<file path="src/rtl/pipelined_adder.sv">
// Add/subtract unit that resolves one CW-bit chunk per clock, rippling the chunk
// carry through a valid/ready pipeline whose last stage drives the outputs.
module pipelined_adder #(
  parameter int WIDTH  = 32,
  parameter int STAGES = 4
) (
  input  logic             clk,
  input  logic             rst,
  input  logic             in_valid,
  output logic             in_ready,
  input  logic             sub,
  input  logic             cin,
  input  logic [WIDTH-1:0] a,
  input  logic [WIDTH-1:0] b,
  output logic             out_valid,
  input  logic             out_ready,
  output logic [WIDTH-1:0] s,
  output logic             cout,
  output logic             overflow,
  output logic             zero
);

  localparam int CW   = WIDTH / STAGES;
  localparam int LAST = STAGES - 1;

  logic advance;
  logic accept;

  logic             vld_p [STAGES];
  logic [WIDTH-1:0] a_p   [STAGES];
  logic [WIDTH-1:0] eb_p  [STAGES];
  logic [WIDTH-1:0] sum_p [STAGES];
  logic             cry_p [STAGES];
  logic             ovf_p;
  logic             zero_p;

  logic             src_vld [STAGES];
  logic [WIDTH-1:0] src_a   [STAGES];
  logic [WIDTH-1:0] src_eb  [STAGES];
  logic [WIDTH-1:0] src_sum [STAGES];
  logic             src_cry [STAGES];
  logic [WIDTH-1:0] sum_n   [STAGES];
  logic             cry_n   [STAGES];
  logic [CW:0]      part;
  logic             ovf_n;
  logic             zero_n;

  function automatic logic [CW:0] chunk_add(input logic [CW-1:0] x,
                                            input logic [CW-1:0] y,
                                            input logic          c);
    return {1'b0, x} + {1'b0, y} + {{CW{1'b0}}, c};
  endfunction

  assign advance   = ~vld_p[LAST] | out_ready;
  assign in_ready  = advance;
  assign accept    = in_valid & advance;
  assign out_valid = vld_p[LAST];
  assign s         = sum_p[LAST];
  assign cout      = cry_p[LAST];
  assign overflow  = ovf_p;
  assign zero      = zero_p;

  always_comb begin
    // stage 0 source: operand preparation at accept
    src_vld[0] = accept;
    src_a[0]   = a;
    src_eb[0]  = sub ? ~b : b;
    src_sum[0] = '0;
    src_cry[0] = sub ? 1'b1 : cin;
    for (int k = 1; k < STAGES; k++) begin
      src_vld[k] = vld_p[k-1];
      src_a[k]   = a_p[k-1];
      src_eb[k]  = eb_p[k-1];
      src_sum[k] = sum_p[k-1];
      src_cry[k] = cry_p[k-1];
    end
    part = '0;
    for (int k = 0; k < STAGES; k++) begin
      part     = chunk_add(src_a[k][k*CW +: CW], src_eb[k][k*CW +: CW], src_cry[k]);
      sum_n[k] = src_sum[k];
      sum_n[k][k*CW +: CW] = part[CW-1:0];
      cry_n[k] = part[CW];
    end
    // flags use the sign bits that travelled with the operands
    ovf_n  = (src_a[LAST][WIDTH-1] == src_eb[LAST][WIDTH-1]) &&
             (sum_n[LAST][WIDTH-1] != src_a[LAST][WIDTH-1]);
    zero_n = ~|sum_n[LAST];
  end

  always_ff @(posedge clk) begin
    if (rst) begin
      for (int k = 0; k < STAGES; k++) vld_p[k] <= 1'b0;
      sum_p[LAST] <= '0;
      cry_p[LAST] <= 1'b0;
      ovf_p       <= 1'b0;
      zero_p      <= 1'b0;
    end else if (advance) begin
      // stage boundary: every stage shifts forward together
      for (int k = 0; k < STAGES; k++) begin
        vld_p[k] <= src_vld[k];
        a_p[k]   <= src_a[k];
        eb_p[k]  <= src_eb[k];
        sum_p[k] <= sum_n[k];
        cry_p[k] <= cry_n[k];
      end
      ovf_p  <= ovf_n;
      zero_p <= zero_n;
    end
  end

endmodule

</file>
<file path="config.mk">
export PLATFORM = sky130hd
export DESIGN_NAME = pipelined_adder
export DESIGN_NICKNAME = d
export VERILOG_FILES = /design/src/rtl/pipelined_adder.sv
export SDC_FILE = /design/constraint.sdc
export NUM_CORES = 1
export LEC_CHECK = 0
export ABC_AREA = 1
export CORE_MARGIN = 1
export CORE_UTILIZATION = 35
export DETAILED_ROUTE_END_ITERATION = 10
export GPL_TIMING_DRIVEN = 0
export HOLD_SLACK_MARGIN = 0.03
export PLACE_DENSITY = 0.63
export SYNTH_ARGS = -nofsm -noshare
export SYNTH_HDL_FRONTEND = slang
export SYNTH_SLANG_ARGS = --single-unit
</file>
<file path="constraint.sdc">
create_clock -name clk -period 13.7 [get_ports clk]
set_input_delay 1.37 -clock clk [delete_from_list [all_inputs] [get_ports clk]]
set_output_delay 1.37 -clock clk [all_outputs]
set_load 0.05 [all_outputs]
</file>
# --- Word-level counts from Yosys, hierarchy flattened ---
# Memory sizes are Yosys's and may differ from the RTL's.
# Cells that the tools add are included.
word_totals:
  in_bits: 70
  n_memories: 5
  ff_bits: 2
  mem_bits_rw: 392
  elab_cells: 43
mem_list:
  columns: ["name", "words", "width", "read_ports", "rd_clocked_by_memory_dff", "wr", "line", "rtl"]
  rows:
  - ["a_p", 4, 32, 3, 0, 4, "30", "logic [WIDTH-1:0] a_p [STAGES];"]
  - ["eb_p", 4, 32, 3, 0, 4, "31", "logic [WIDTH-1:0] eb_p [STAGES];"]
  - ["sum_p", 4, 32, 4, 0, 4, "32", "logic [WIDTH-1:0] sum_p [STAGES];"]
  - ["cry_p", 4, 1, 4, 0, 4, "33", "logic cry_p [STAGES];"]
  - ["vld_p", 4, 1, 4, 0, 4, "29", "logic vld_p [STAGES];"]
classes:
  n_reduce_logical: 3
  muxes: 13
  eq_ne: 2
  addsub: 8
  n_bitwise: 10
ops:
  columns: ["cell", "n"]
  rows:
  - ["32-bit two-way mux", 2]
  - ["8-bit by 8-bit adder with 9-bit output", 4]
  - ["9-bit by 1-bit adder with 9-bit output", 4]
  - ["32-bit NOT", 1]
  - ["32-bit OR reduction", 1]
  - ["1-bit two-way mux", 11]
  - ["1-bit OR", 7]
  - ["1-bit bitwise AND", 1]
  - ["1-bit == test", 1]
  - ["1-bit logical AND", 1]
  - ["1-bit logical NOT", 1]
  - ["1-bit != test", 1]
  - ["1-bit NOT", 1]

# --- Longest topological paths before layout ---
# An unclocked memory read counts as a cell.
depth:
  ltp_word: 7
  mapped_depth: 12
  mapped_depth_nobuf: 12

# --- Worst setup path before layout ---
# OpenSTA, ideal clock, no wires.
synth_timing:
  kind: "input to register"
  start: "input port out_ready"
  end: "memory sum_p[3][4], in the netlist sum_p[0][100] (data pin)"
  cell_stages: 7
  required_ps: 13561
  path_slack_ps: 7002
  n_path_buf: 1
  t_arrival_ps: 6559
  cell_sequence: "inv_1 > nand2_1 > inv_1 > nor2_2 > inv_2 > buf_2 > nor2_1"
synth_rtl:
  columns: ["item", "line", "rtl"]
  rows:
  - ["start: declaration", "16", "input logic out_ready,"]
  - ["end: declaration", "32", null]

# --- Worst setup path in the final report ---
layout_timing:
  start: "input port out_ready"
  end: "output port in_ready"
layout_via:
  elab_chain_len: 1
layout_lines:
  columns: ["item", "line", "rtl"]
  rows:
  - ["1-bit OR", "54", "assign advance = ~vld_p[LAST] | out_ready;"]
  - ["end: declaration", "10", "output logic in_ready,"]
# Every way passes these cells.

==> flow_summary.json <==
{
  "synth-async-reset-ratio_pct": 0,
  "synth_seq_cells": 186,
  "setup.worst_path.start_class": "input pin",
  "finClkSkew_ns": 0.00480,
  "clk_path_buf_depth": 2,
  "grt_pass1_wl_um": 20000,
  "cp_max_fo": 3,
  "cts_tree": "built",
  "powerDensity_nw_per_um2": 141,
  "yosys_warnings": 0,
  "cts_sinks": 186,
  "period_needed_ns": 4.14,
  "ant_nets": 0,
  "slew_violations": 0,
  "worstPathArrival_ns": 2.77,
  "fillCellCount": 1960,
  "drc_errors": 0,
  "setup_viol": 0,
  "die_area_sq_um": 22700,
  "nets": 777,
  "post_drt_wl_per_cell_um": 13.0,
  "fmaxAchievable_mhz": 242,
  "syn_area_per_cell_sq_um": 14.3,
  "first_global_vias": 4107,
  "ff2ff_setup_slack_ns": 11.41,
  "status": "completed",
  "grt_max_degree": 38,
  "initial_core_util_pct": 35.6,
  "worst_slack_ns": 9.56,
  "grtUsageMet2_pct": 20.1,
  "die_y_um": 151,
  "io_buffers": 105,
  "dp_hpwl_um": 9090,
  "synth.distinct_cells": 28,
  "final_hold_viol_count": 0,
  "cap_violations": 0,
  "core_area_sq_um": 21800,
  "holdBufCountCts": 0,
  "area_delta_synth_final_pct": 26.3,
  "cts.htree.levels": 4,
  "clock_latency_ns": 0.42,
  "met3_usage_pct": 2.35,
  "cts_resized": 0,
  "synth_top_flop_cell": "edfxtp_1",
  "post_cts_buffers": 0,
  "grtUsageTotal_pct": 11.9,
  "wirelength_um": 12600,
  "crit_path_end_kind": "output pin",
  "top_usage_layer": "met2",
  "die_x_um": 151,
  "fin_crit_sh_pct": 30.2,
  "rows": 54,
  "grt_util_met1_pct": 14.0,
  "vias": 4220,
  "synth-edff-count": 184,
  "ys_seq_area_share_pct": 71.8,
  "path_clk_slew_ns": 0.07,
  "fin_cells": 964,
  "irDropWorstVdd_uv": 75.6,
  "hp-class": "reg2reg",
  "final_layout_size_suffix_gt1_share_pct": 8.63,
  "rsz0062_at_grt": "no",
  "via_per_inst": 4.38,
  "diodes": 0,
  "synthCells": 543,
  "antenna_found_initial": 0,
  "syn_nets": 649,
  "grt-ovfl-total": 0,
  "power.total_mw": 1.38,
  "slew_headroom_pct": 41.1,
  "critPathKind": "in2out",
  "place_ws_ns": 9.56,
  "critPathRequiredTime_ns": 12.33,
  "drt_pass1_iterations": 5,
  "tightestPinTransition_ns": 0.880,
  "setup_tns_ns": 0,
  "synth_area_sq_um": 7750,
  "cts_buffers": 17,
  "drt_iter0_markers": 213,
  "io_pins": 107,
  "cts_root_buf": "clkbuf_16",
  "dp.cells": 932,
  "gp_congestion": 0.879,
  "p_leak_nw": 3.87
}
[cell type report]
type	instances	area [sq um]	area share, %
Tap cell	280	350	3.58
Buffer	8	46.3	0.473
Sequential cell	186	5570	56.9
Clock inverter	14	123	1.25
Multi-Input combinational cell	274	1860	19.0
Clock buffer	18	429	4.39
Inverter	75	282	2.88
Timing Repair Buffer	109	1130	11.6
[metrics by stage]
stage	util, %	hold WS [ns]	cell area [sq um]
final	45.0	0.415	9790
after floorplan	-	0.400	7750
after global routing	45.0	0.420	9790
after CTS	45.0	0.416	9790
after detailed placement	42.4	0.405	9240
after global placement	42.0	0.403	9150
[critical path, stage by stage]
cell and delay, ns:
clkdlybuf4s50_1 0.45, inv_1 0.04, nand2_1 0.09, clkdlybuf4s50_1 0.81
[flip-flops by register name (all words and copies together), names as in the netlist]
register / cells
a_p: 48
vld_p: 4
eb_p: 48
zero: 1
overflow: 1
sum_p: 80
cry_p: 4
[power breakdown]
group          internal (mW)  total [mW]  switching (mW)
sequential             0.697       0.713          0.0164
clock                  0.251       0.456           0.205
combinational         0.0844       0.215           0.131
[per-layer routing]
| metal | up-vias | wire [um] |
|---|---|---|
| li1 | 2125 | - |
| met1 | 1960 | 5400 |
| met2 | 113 | 6380 |
| met3 | 22 | 488 |
| met4 | 0 | 310 |
| met5 | - | 0 |
[cell usage after synthesis, types with 2 or more instances]
cell type,instances,area (sq um)
a21oi_1,26,130
a21oi_4,2,32.5
buf_2,7,35.0
dfxtp_1,2,40.0
edfxtp_1,184,5530
fa_1,8,160
ha_1,28,350
inv_1,72,270
inv_2,3,11.3
nand2_1,58,218
nand2_2,7,43.8
nand3_1,20,100
nand4_1,11,68.8
nor2_1,46,173
nor2_2,2,12.5
o211ai_1,6,45.0
xnor2_1,7,61.3
xor2_1,44,385
[kinds of logic after synthesis]
logic type,synth area share (%)
DFF,71.8
and+or+nand+nor,8.61
buffers and inverters,4.23
AOI/OAI and AO/OA,2.96
adders and majority gates,6.59
xor gates and xnor gates,5.77
[placed cells by master, fill, tap and decap left out, types with 4 or more instances in the layout]
cell type        count
clkinv_4             4
inv_1               72
nand2_2              8
o211ai_1             6
nand2_1             57
edfxtp_1           184
ha_1                28
clkdlybuf4s50_1    105
nand3_1             20
nor2_1              46
buf_2                7
xor2_1              44
clkbuf_16           17
nand4_1             11
a21oi_1             26
buf_12               4
fa_1                 8
xnor2_1              7
[final timing paths]
kind / end / startpoint / cells past startpoint
min: sum_p[0][77] / sum_p[0][45] / 0
max reg2reg: zero / eb_p[2][24] / 11
min reg2reg: sum_p[0][77] / sum_p[0][45] / 0
max: in_ready / out_ready / 4
(Power assumes the default switching activity.)
